--- config.mk ---
export PLATFORM = sky130hd
export DESIGN_NAME = dma_fifo_ctrl
export DESIGN_NICKNAME = d
export VERILOG_FILES = /design/src/rtl/dma_fifo_ctrl.sv
export SDC_FILE = /design/constraint.sdc
export NUM_CORES = 1
export LEC_CHECK = 0
export ABC_CLOCK_PERIOD_IN_PS = 2300
export CAP_MARGIN = 5
export CORE_ASPECT_RATIO = 1.75
export CORE_UTILIZATION = 28
export DETAILED_ROUTE_END_ITERATION = 8
export SYNTH_ARGS = -nofsm -noshare
export SYNTH_HDL_FRONTEND = slang
export SYNTH_SLANG_ARGS = --single-unit
--- constraint.sdc ---
create_clock -name clk -period 2.3 [get_ports clk]
set_input_delay 0.46 -clock clk [delete_from_list [all_inputs] [get_ports clk]]
set_output_delay 0.46 -clock clk [all_outputs]
set_load 0.02 [all_outputs]
--- src/rtl/dma_fifo_ctrl.sv ---
// Circular-FIFO sequencer over DEPTH external single-word DMA slots; one slot access in flight.
// Latency: write 2 cycles, read 3 edges to pop_valid; backpressure: push_ready/pop_ready drop while busy, pop wins over push.
module dma_fifo_ctrl #(
    parameter int DEPTH = 4,
    parameter int AW    = 2,
    parameter int DW    = 16
) (
    input  logic             clk,
    input  logic             rst,
    input  logic             push,
    input  logic [DW-1:0]    push_data,
    output logic             push_ready,
    input  logic             pop,
    output logic             pop_ready,
    output logic             pop_valid,
    output logic [DW-1:0]    pop_data,
    output logic [DEPTH-1:0] slot_en,
    output logic             slot_wr_rd,
    output logic [DW-1:0]    slot_wdata,
    input  logic [DW-1:0]    slot_rdata,
    input  logic [DEPTH-1:0] slot_flag,
    output logic [AW:0]      count,
    output logic             full,
    output logic             empty,
    output logic             err,
    input  logic             err_clr
);

    typedef enum logic [1:0] {
        IDLE    = 2'd0,
        WRITE   = 2'd1,
        READ    = 2'd2,
        CAPTURE = 2'd3
    } state_e;

    localparam logic [AW:0]      CNT_FULL = (AW+1)'(DEPTH);
    localparam logic [AW:0]      CNT_ONE  = (AW+1)'(1);
    localparam logic [AW-1:0]    PTR_ONE  = AW'(1);
    localparam logic [DEPTH-1:0] EN_ONE   = DEPTH'(1);

    state_e           state_q,      state_d;
    logic [AW-1:0]    wr_ptr_q,     wr_ptr_d;
    logic [AW-1:0]    rd_ptr_q,     rd_ptr_d;
    logic [AW-1:0]    acc_ptr_q,    acc_ptr_d;
    logic [AW:0]      count_q,      count_d;
    logic             full_q,       full_d;
    logic             empty_q,      empty_d;
    logic             err_q,        err_d;
    logic             pop_valid_q,  pop_valid_d;
    logic [DW-1:0]    pop_data_q,   pop_data_d;
    logic [DEPTH-1:0] slot_en_q,    slot_en_d;
    logic             slot_wr_rd_q, slot_wr_rd_d;
    logic [DW-1:0]    slot_wdata_q, slot_wdata_d;
    logic             wr_chk_q,     wr_chk_d;

    logic push_acc;
    logic pop_acc;
    logic err_set;

    assign pop_ready  = (state_q == IDLE) && !empty_q;
    assign push_ready = (state_q == IDLE) && !full_q && !(pop && !empty_q);
    assign push_acc   = push && push_ready;
    assign pop_acc    = pop && pop_ready;

    always_comb begin
        state_d      = state_q;
        wr_ptr_d     = wr_ptr_q;
        rd_ptr_d     = rd_ptr_q;
        acc_ptr_d    = acc_ptr_q;
        count_d      = count_q;
        pop_valid_d  = 1'b0;
        pop_data_d   = pop_data_q;
        slot_en_d    = '0;
        slot_wr_rd_d = slot_wr_rd_q;
        slot_wdata_d = slot_wdata_q;
        wr_chk_d     = 1'b0;
        err_set      = 1'b0;

        // Write completion is verified one cycle after the slot sampled it.
        if (wr_chk_q && !slot_flag[acc_ptr_q]) begin
            err_set = 1'b1;
        end

        unique case (state_q)
            IDLE: begin
                if (pop_acc) begin
                    acc_ptr_d    = rd_ptr_q;
                    rd_ptr_d     = rd_ptr_q + PTR_ONE;
                    count_d      = count_q - CNT_ONE;
                    slot_en_d    = EN_ONE << rd_ptr_q;
                    slot_wr_rd_d = 1'b0;
                    state_d      = READ;
                end else if (push_acc) begin
                    acc_ptr_d    = wr_ptr_q;
                    wr_ptr_d     = wr_ptr_q + PTR_ONE;
                    count_d      = count_q + CNT_ONE;
                    slot_en_d    = EN_ONE << wr_ptr_q;
                    slot_wr_rd_d = 1'b1;
                    slot_wdata_d = push_data;
                    state_d      = WRITE;
                end
                // A push stalled behind an accepted pop becomes acceptable next, so it is not flagged.
                if ((push && full_q && !pop_acc) || (pop && empty_q)) begin
                    err_set = 1'b1;
                end
            end
            WRITE: begin
                wr_chk_d = 1'b1;
                state_d  = IDLE;
            end
            READ: begin
                state_d = CAPTURE;
            end
            CAPTURE: begin
                pop_data_d  = slot_rdata;
                pop_valid_d = 1'b1;
                if (slot_flag[acc_ptr_q]) begin
                    err_set = 1'b1;
                end
                state_d = IDLE;
            end
            default: begin
                state_d = IDLE;
            end
        endcase

        full_d  = (count_d == CNT_FULL);
        empty_d = (count_d == '0);
        err_d   = err_clr ? 1'b0 : (err_q || err_set);
    end

    always_ff @(posedge clk or negedge rst) begin
        if (!rst) begin
            state_q      <= IDLE;
            wr_ptr_q     <= '0;
            rd_ptr_q     <= '0;
            acc_ptr_q    <= '0;
            count_q      <= '0;
            full_q       <= 1'b0;
            empty_q      <= 1'b1;
            err_q        <= 1'b0;
            pop_valid_q  <= 1'b0;
            pop_data_q   <= '0;
            slot_en_q    <= '0;
            slot_wr_rd_q <= 1'b0;
            slot_wdata_q <= '0;
            wr_chk_q     <= 1'b0;
        end else begin
            state_q      <= state_d;
            wr_ptr_q     <= wr_ptr_d;
            rd_ptr_q     <= rd_ptr_d;
            acc_ptr_q    <= acc_ptr_d;
            count_q      <= count_d;
            full_q       <= full_d;
            empty_q      <= empty_d;
            err_q        <= err_d;
            pop_valid_q  <= pop_valid_d;
            pop_data_q   <= pop_data_d;
            slot_en_q    <= slot_en_d;
            slot_wr_rd_q <= slot_wr_rd_d;
            slot_wdata_q <= slot_wdata_d;
            wr_chk_q     <= wr_chk_d;
        end
    end

    assign pop_valid  = pop_valid_q;
    assign pop_data   = pop_data_q;
    assign slot_en    = slot_en_q;
    assign slot_wr_rd = slot_wr_rd_q;
    assign slot_wdata = slot_wdata_q;
    assign count      = count_q;
    assign full       = full_q;
    assign empty      = empty_q;
    assign err        = err_q;

    a_slot_en_onehot: assert property (@(posedge clk) disable iff (!rst) $onehot0(slot_en_q));
    a_count_range:    assert property (@(posedge clk) disable iff (!rst) count_q <= CNT_FULL);

endmodule

==> flow_summary.toml, run 1 <==
[clock_network]
cts_buffer_depth = 2
cts_sinks = 53
post_cts_buffers = 0
clock_latency_ns = 0.29
clkTransAtPathRegs_ns = 0.07
htreeDepth = 2
cts_root_buf = "clkbuf_16"
cts_tree = "done"
cts_buffers = 5

[sta]
whs_ns = 0.127
hold_violations = 0
fin_setup_tns_ns = 0
max_freq_ghz = 0.491
rsz0062_at_grt = "false"
relSlewSlack_pct = 67.1
layout_min_cycle_time_ns = 2.04
final_max_slew_viol_count = 0
tightest_slew_ns = 0.494
setup_viol = 0
period_share_pct = 88.5
skew_ns = 0.00480

[pwr]
report.power.total_mw = 4.78
vdd_drop_max_v = 0.000484
p_leak_nw = 1.63
power_density_nw_per_um2 = 1330

[die]
core_area_sq_um = 8310
fp.dieW_um = 72.2
fp.dieH_um = 125
initial_core_util_pct = 29.0
io_pins = 87
rows = 44
die_area_sq_um = 9010

[synth]
synthesis.area_sq_um = 2410
ys.flop_type = "dfrtp_1"
synth_top_area_share_pct = 53.9
syn-num-nets = 277
yosysSeqAreaShare_pct = 55.0
ys_warn_count = 0
synth_seq_cells = 53
synth_area_leaders = "dfrtp_1 54%, nand2_1 10%, mux2_2 7.9%, ha_1 7.8%, inv_1 1.7%"
synth_top_area_cell = "dfrtp_1"
synth_cell_type_count = 36
syn_area_per_cell_sq_um = 10.9
async_flop_share_pct = 100
synthCells = 221
synth_edf_count = 0

[global_routing]
grt_max_degree = 35
grtUsageTotal_pct = 13.4
antenna_found_initial = 0
grt_pass1_wl_um = 9350
grt_pass1_vias = 1942
overflow = 0

[setup_path]
required_ns = 1.84
critical_path_class = "reg2out"
arrival_ns = 1.58
crit_path_start_kind = "flop"
cp_max_fo = 4
cp-end-kind = "output pin"

[final_layout]
nFillCells = 792
fin_cells = 430
fin_util_pct = 43.2
final_nets = 370
antenna_cells = 0
layout_common_cells = "83 x clkdlybuf4s50_1, 64 x nand2_1, 52 x dfrtp_1, 17 x mux2_2, 15 x ha_1"
drive_gt1_share_pct = 13.0
layout_commonest_cell = "clkdlybuf4s50_1"
syn_to_final_growth_pct = 48.9

[routing]
ant_nets = 0
drc = 0
drt-vias-per-instance = 4.32
vias = 1859
drt_iter0_drc = 91
wl_per_cell_um = 12.7
first_pass_iters = 4
routed_wirelength_um = 5460

[run_status]
status = "finished clean"

[min_path]
min_path_type = "in2async"

[placed_design]
port_buffers = 86
place_hpwl_um = 4060
routabilityCongestion = 0.747
dp.cells = 422

[job]
cap_violations = 0
-- through the flow --
stage	setup slack, ns	area, sq um
global route	0.130	3590
global placement	0.0184	3450
CTS	0.0595	3590
floorplan	0.312	2410
finish	0.264	3590
detailed placement	0.0286	3450
-- timing repair --
item                                    in CTS  in global routing
endpoints found under the setup margin       1                  1
gates resized for setup                      1                  1
hold buffers                                 0                  0
gates cloned                                 0                  0
-- cells in the mapped netlist (3+ instances only) --
library cell / instances
mux2_2: 17
a31oi_1: 4
ha_1: 15
xnor2_1: 3
buf_2: 5
nor2_1: 3
clkbuf_1: 4
a22oi_1: 4
nand2_1: 64
dfrtp_1: 52
a21oi_1: 3
nor2b_1: 6
o21ai_0: 5
inv_1: 11
-- routing by layer --
metal  track usage [%]  wire length (um)  vias to the layer above
met5                 0                 0                        -
met4              6.34               147                        0
met3              2.59               211                        8
met2              24.2              3010                       46
met1              14.5              2090                      889
li1                  -                 -                      916
-- worst max-delay path, stage by stage, from the launching register on --
cell           delay, ns
dfrtp_1             0.42
inv_1               0.12
ha_1                0.21
nor3b_1             0.19
dlygate4sd2_1       0.35
-- kinds of logic after synthesis --
family,share of synthesized area (%)
compound gates,7.11
xor+xnor,1.09
fa+ha+maj,7.78
buf+inv,3.68
flops,55.0
mux,8.87
simple gates,16.4
-- cell type report --
| cell class | instances | area (sq um) | area share (%) |
|---|---|---|---|
| inverters | 11 | 41.3 | 1.15 |
| well taps | 115 | 144 | 4.01 |
| flip-flops and latches | 53 | 1330 | 37.0 |
| clock inverters | 2 | 10.0 | 0.279 |
| multi-input cells | 147 | 996 | 27.7 |
| repair buffers | 96 | 945 | 26.3 |
| clock buffers | 6 | 129 | 3.59 |
-- state kept, by name, summed over array words and instances (netlist names) --
name / flops
slot_wr_rd: 1
pop_valid: 1
slot_wdata: 16
slot_en: 4
wr_ptr_q: 2
count: 3
acc_ptr_q: 2
rd_ptr_q: 2
pop_data: 16
full: 1
err: 1
wr_chk_q: 1
state_q: 2
empty: 1
-- where the power goes --
group,internal (mW),switching (mW)
registers,1.36,0.272
logic,1.22,1.20
clock network,0.400,0.321
total,2.98,1.79
-- path summary, 6_finish.rpt --
check | start | depth (start not counted) | slack, ns | endpoint
max | state_q[0] | 4 | 0.26 | push_ready
min | rst | 1 | 0.13 | pop_data[12]
max reg2reg | state_q[0] | 7 | 0.39 | full
min reg2reg | slot_wdata[1] | 2 | 0.47 | slot_wdata[1]
max in group asynchronous | rst | 2 | 1.57 | empty
min in group clk | slot_wdata[1] | 2 | 0.47 | slot_wdata[1]
No activity file was read; power rests on OpenSTA's default activity.
==> inputs of run 2 (changes only) <==
--- a/config.mk
+++ b/config.mk
@@ -5,7 +5,6 @@
 export SDC_FILE = /design/constraint.sdc
 export NUM_CORES = 1
 export LEC_CHECK = 0
-export ABC_CLOCK_PERIOD_IN_PS = 2300
 export CAP_MARGIN = 5
 export CORE_ASPECT_RATIO = 1.75
 export CORE_UTILIZATION = 28
==> results of run 2 <==
The final DEF is identical to that of run 1; final timing and power are the same.
==> inputs of run 3 (changes only) <==
--- a/config.mk
+++ b/config.mk
@@ -9,6 +9,8 @@
 export CORE_ASPECT_RATIO = 1.75
 export CORE_UTILIZATION = 28
 export DETAILED_ROUTE_END_ITERATION = 8
+export GPL_TIMING_DRIVEN = 0
+export SKIP_CTS_REPAIR_TIMING = 1
 export SYNTH_ARGS = -nofsm -noshare
 export SYNTH_HDL_FRONTEND = slang
 export SYNTH_SLANG_ARGS = --single-unit
==> flow_summary.toml, run 3 (synthesis gave the netlist of run 1 again) <==
[sta]
relSlewSlack_pct = 68.1
period_share_pct = 96.2
final_max_slew_viol_count = 0
max_freq_ghz = 0.452
whs_ns = 0.117
hold_violations = 0
setup_viol = 0
layout_min_cycle_time_ns = 2.21
tightest_slew_ns = 0.479
skew_ns = 0.00410
rsz0062_at_grt = "false"

[routing]
vias = 1848
ant_nets = 0
wl_per_cell_um = 12.5
routed_wirelength_um = 5400
drc = 0
drt-vias-per-instance = 4.29
first_pass_iters = 4
drt_iter0_drc = 69

[final_layout]
final_nets = 371
syn_to_final_growth_pct = 48.7
nFillCells = 786
layout_common_cells = "83 x clkdlybuf4s50_1, 64 x nand2_1, 52 x dfrtp_1, 17 x mux2_2, 14 x ha_1"
fin_util_pct = 43.1
regArea_sq_um = 1330
antenna_cells = 0
multiInputGateArea_sq_um = 998
layout_commonest_cell = "clkdlybuf4s50_1"
drive_gt1_share_pct = 13.0

[global_routing]
grt_pass1_wl_um = 9230
grt_pass1_vias = 1894
grtUsageTotal_pct = 13.2
antenna_found_initial = 0
overflow = 0
grt_max_degree = 35

[pwr]
power_density_nw_per_um2 = 1340
p_leak_nw = 1.62
vdd_drop_max_v = 0.000540

[clock_network]
clkTransAtPathRegs_ns = 0.07
clock_latency_ns = 0.29
cts_tree = "done"
cts_buffer_depth = 2
cts_root_buf = "clkbuf_16"
htreeDepth = 2
cts_buffers = 5
cts_sinks = 53

[setup_path]
slowest_stage = "clkdlybuf4s50_1"
cp-end-kind = "output pin"
arrival_ns = 1.75
required_ns = 1.84
path_cells = "clkdlybuf4s50_1, nor2b_4, buf_2, nor3b_1, clkbuf_2"
critical_path_class = "in2out"
crit_path_max_incr_delay_ns = 0.52
crit_path_start_kind = "primary input"
cp_max_fo = 10
crit_buf_inv = 3
cp_top_family = "buffers and inverters"

[die]
rows = 44
io_pins = 87
fp.dieH_um = 125
core_area_sq_um = 8310
initial_core_util_pct = 29.0
die_area_sq_um = 9010
fp.dieW_um = 72.2

[job]
cap_violations = 0

[min_path]
min_path_type = "in2async"

[placed_design]
routabilityCongestion = 0.749
port_buffers = 86
place_hpwl_um = 4160

[run_status]
status = "finished clean"
[run 3: cell types whose count changed in the layout (fill, tap and decap cells not counted), sizes merged]
| cell | previous run | this run |
|---|---|---|
| clkbuf | 6 | 12 |
| buf | 11 | 8 |
| clkinv | 2 | 0 |
| clkinvlp | 0 | 1 |
| dlygate4sd2 | 1 | 0 |
[run 3: where the power goes]
group	leakage [nW]	switching [mW]	internal [mW]	total, mW
combinational	0.899	1.20	1.21	2.41
clock	0.0701	0.324	0.434	0.758
sequential	0.646	0.274	1.36	1.64
[run 3: layout make-up]
type / instances / area share (%)
Clock inverter: 1 / 0.209
Multi-Input combinational cell: 147 / 27.8
Clock buffer: 7 / 3.98
Buffer: 10 / 1.43
Sequential cell: 53 / 37.0
Timing Repair Buffer: 87 / 24.4
Tap cell: 115 / 4.01
Inverter: 11 / 1.15
[run 3: stage by stage]
| step | setup TNS, ns | instance area (sq um) | power (mW) | setup slack (ns) | cells |
|---|---|---|---|---|---|
| after floorplan | 0 | 2410 | 3.01 | 0.312 | 221 |
| after global placement | -47.55 | 3420 | 4.05 | -0.903 | 422 |
| after detailed placement | -0.450 | 3430 | 4.10 | -0.337 | 423 |
| after CTS | -0.971 | 3580 | 4.88 | -0.527 | 431 |
| after global routing | 0 | 3590 | 5.16 | 0.00939 | 431 |
| final | 0 | 3590 | 4.80 | 0.0882 | 431 |
[run 3: per-layer routing]
metal  routed length, um  up-vias  global-route usage, %
met5                   0        -                      0
met4                 155        0                   6.00
met3                 211       11                   2.75
met2                2950       55                   23.1
met1                2090      870                   14.9
li1                    -      912                      -
[run 3: worst paths after layout]
| kind | from | endpoint | slack (ns) | cells past startpoint |
|---|---|---|---|---|
| worst max-delay path | pop | push_ready | 0.09 | 5 |
| min in group clk | slot_wdata[2] | slot_wdata[2] | 0.48 | 2 |
| max in group asynchronous | rst | empty | 1.58 | 2 |
| worst max register to register | state_q[1] | full | 0.51 | 6 |
| worst min-delay path | rst | pop_data[13] | 0.12 | 1 |
| worst min register to register | slot_wdata[2] | slot_wdata[2] | 0.48 | 2 |
[run 3: worst reg2reg max path, stage by stage (launching register included)]
cell	delay, ns
dfrtp_1	0.40
inv_1	0.14
ha_2	0.28
and2b_1	0.16
or4b_1	0.45
o211ai_2	0.12
a21boi_1	0.17
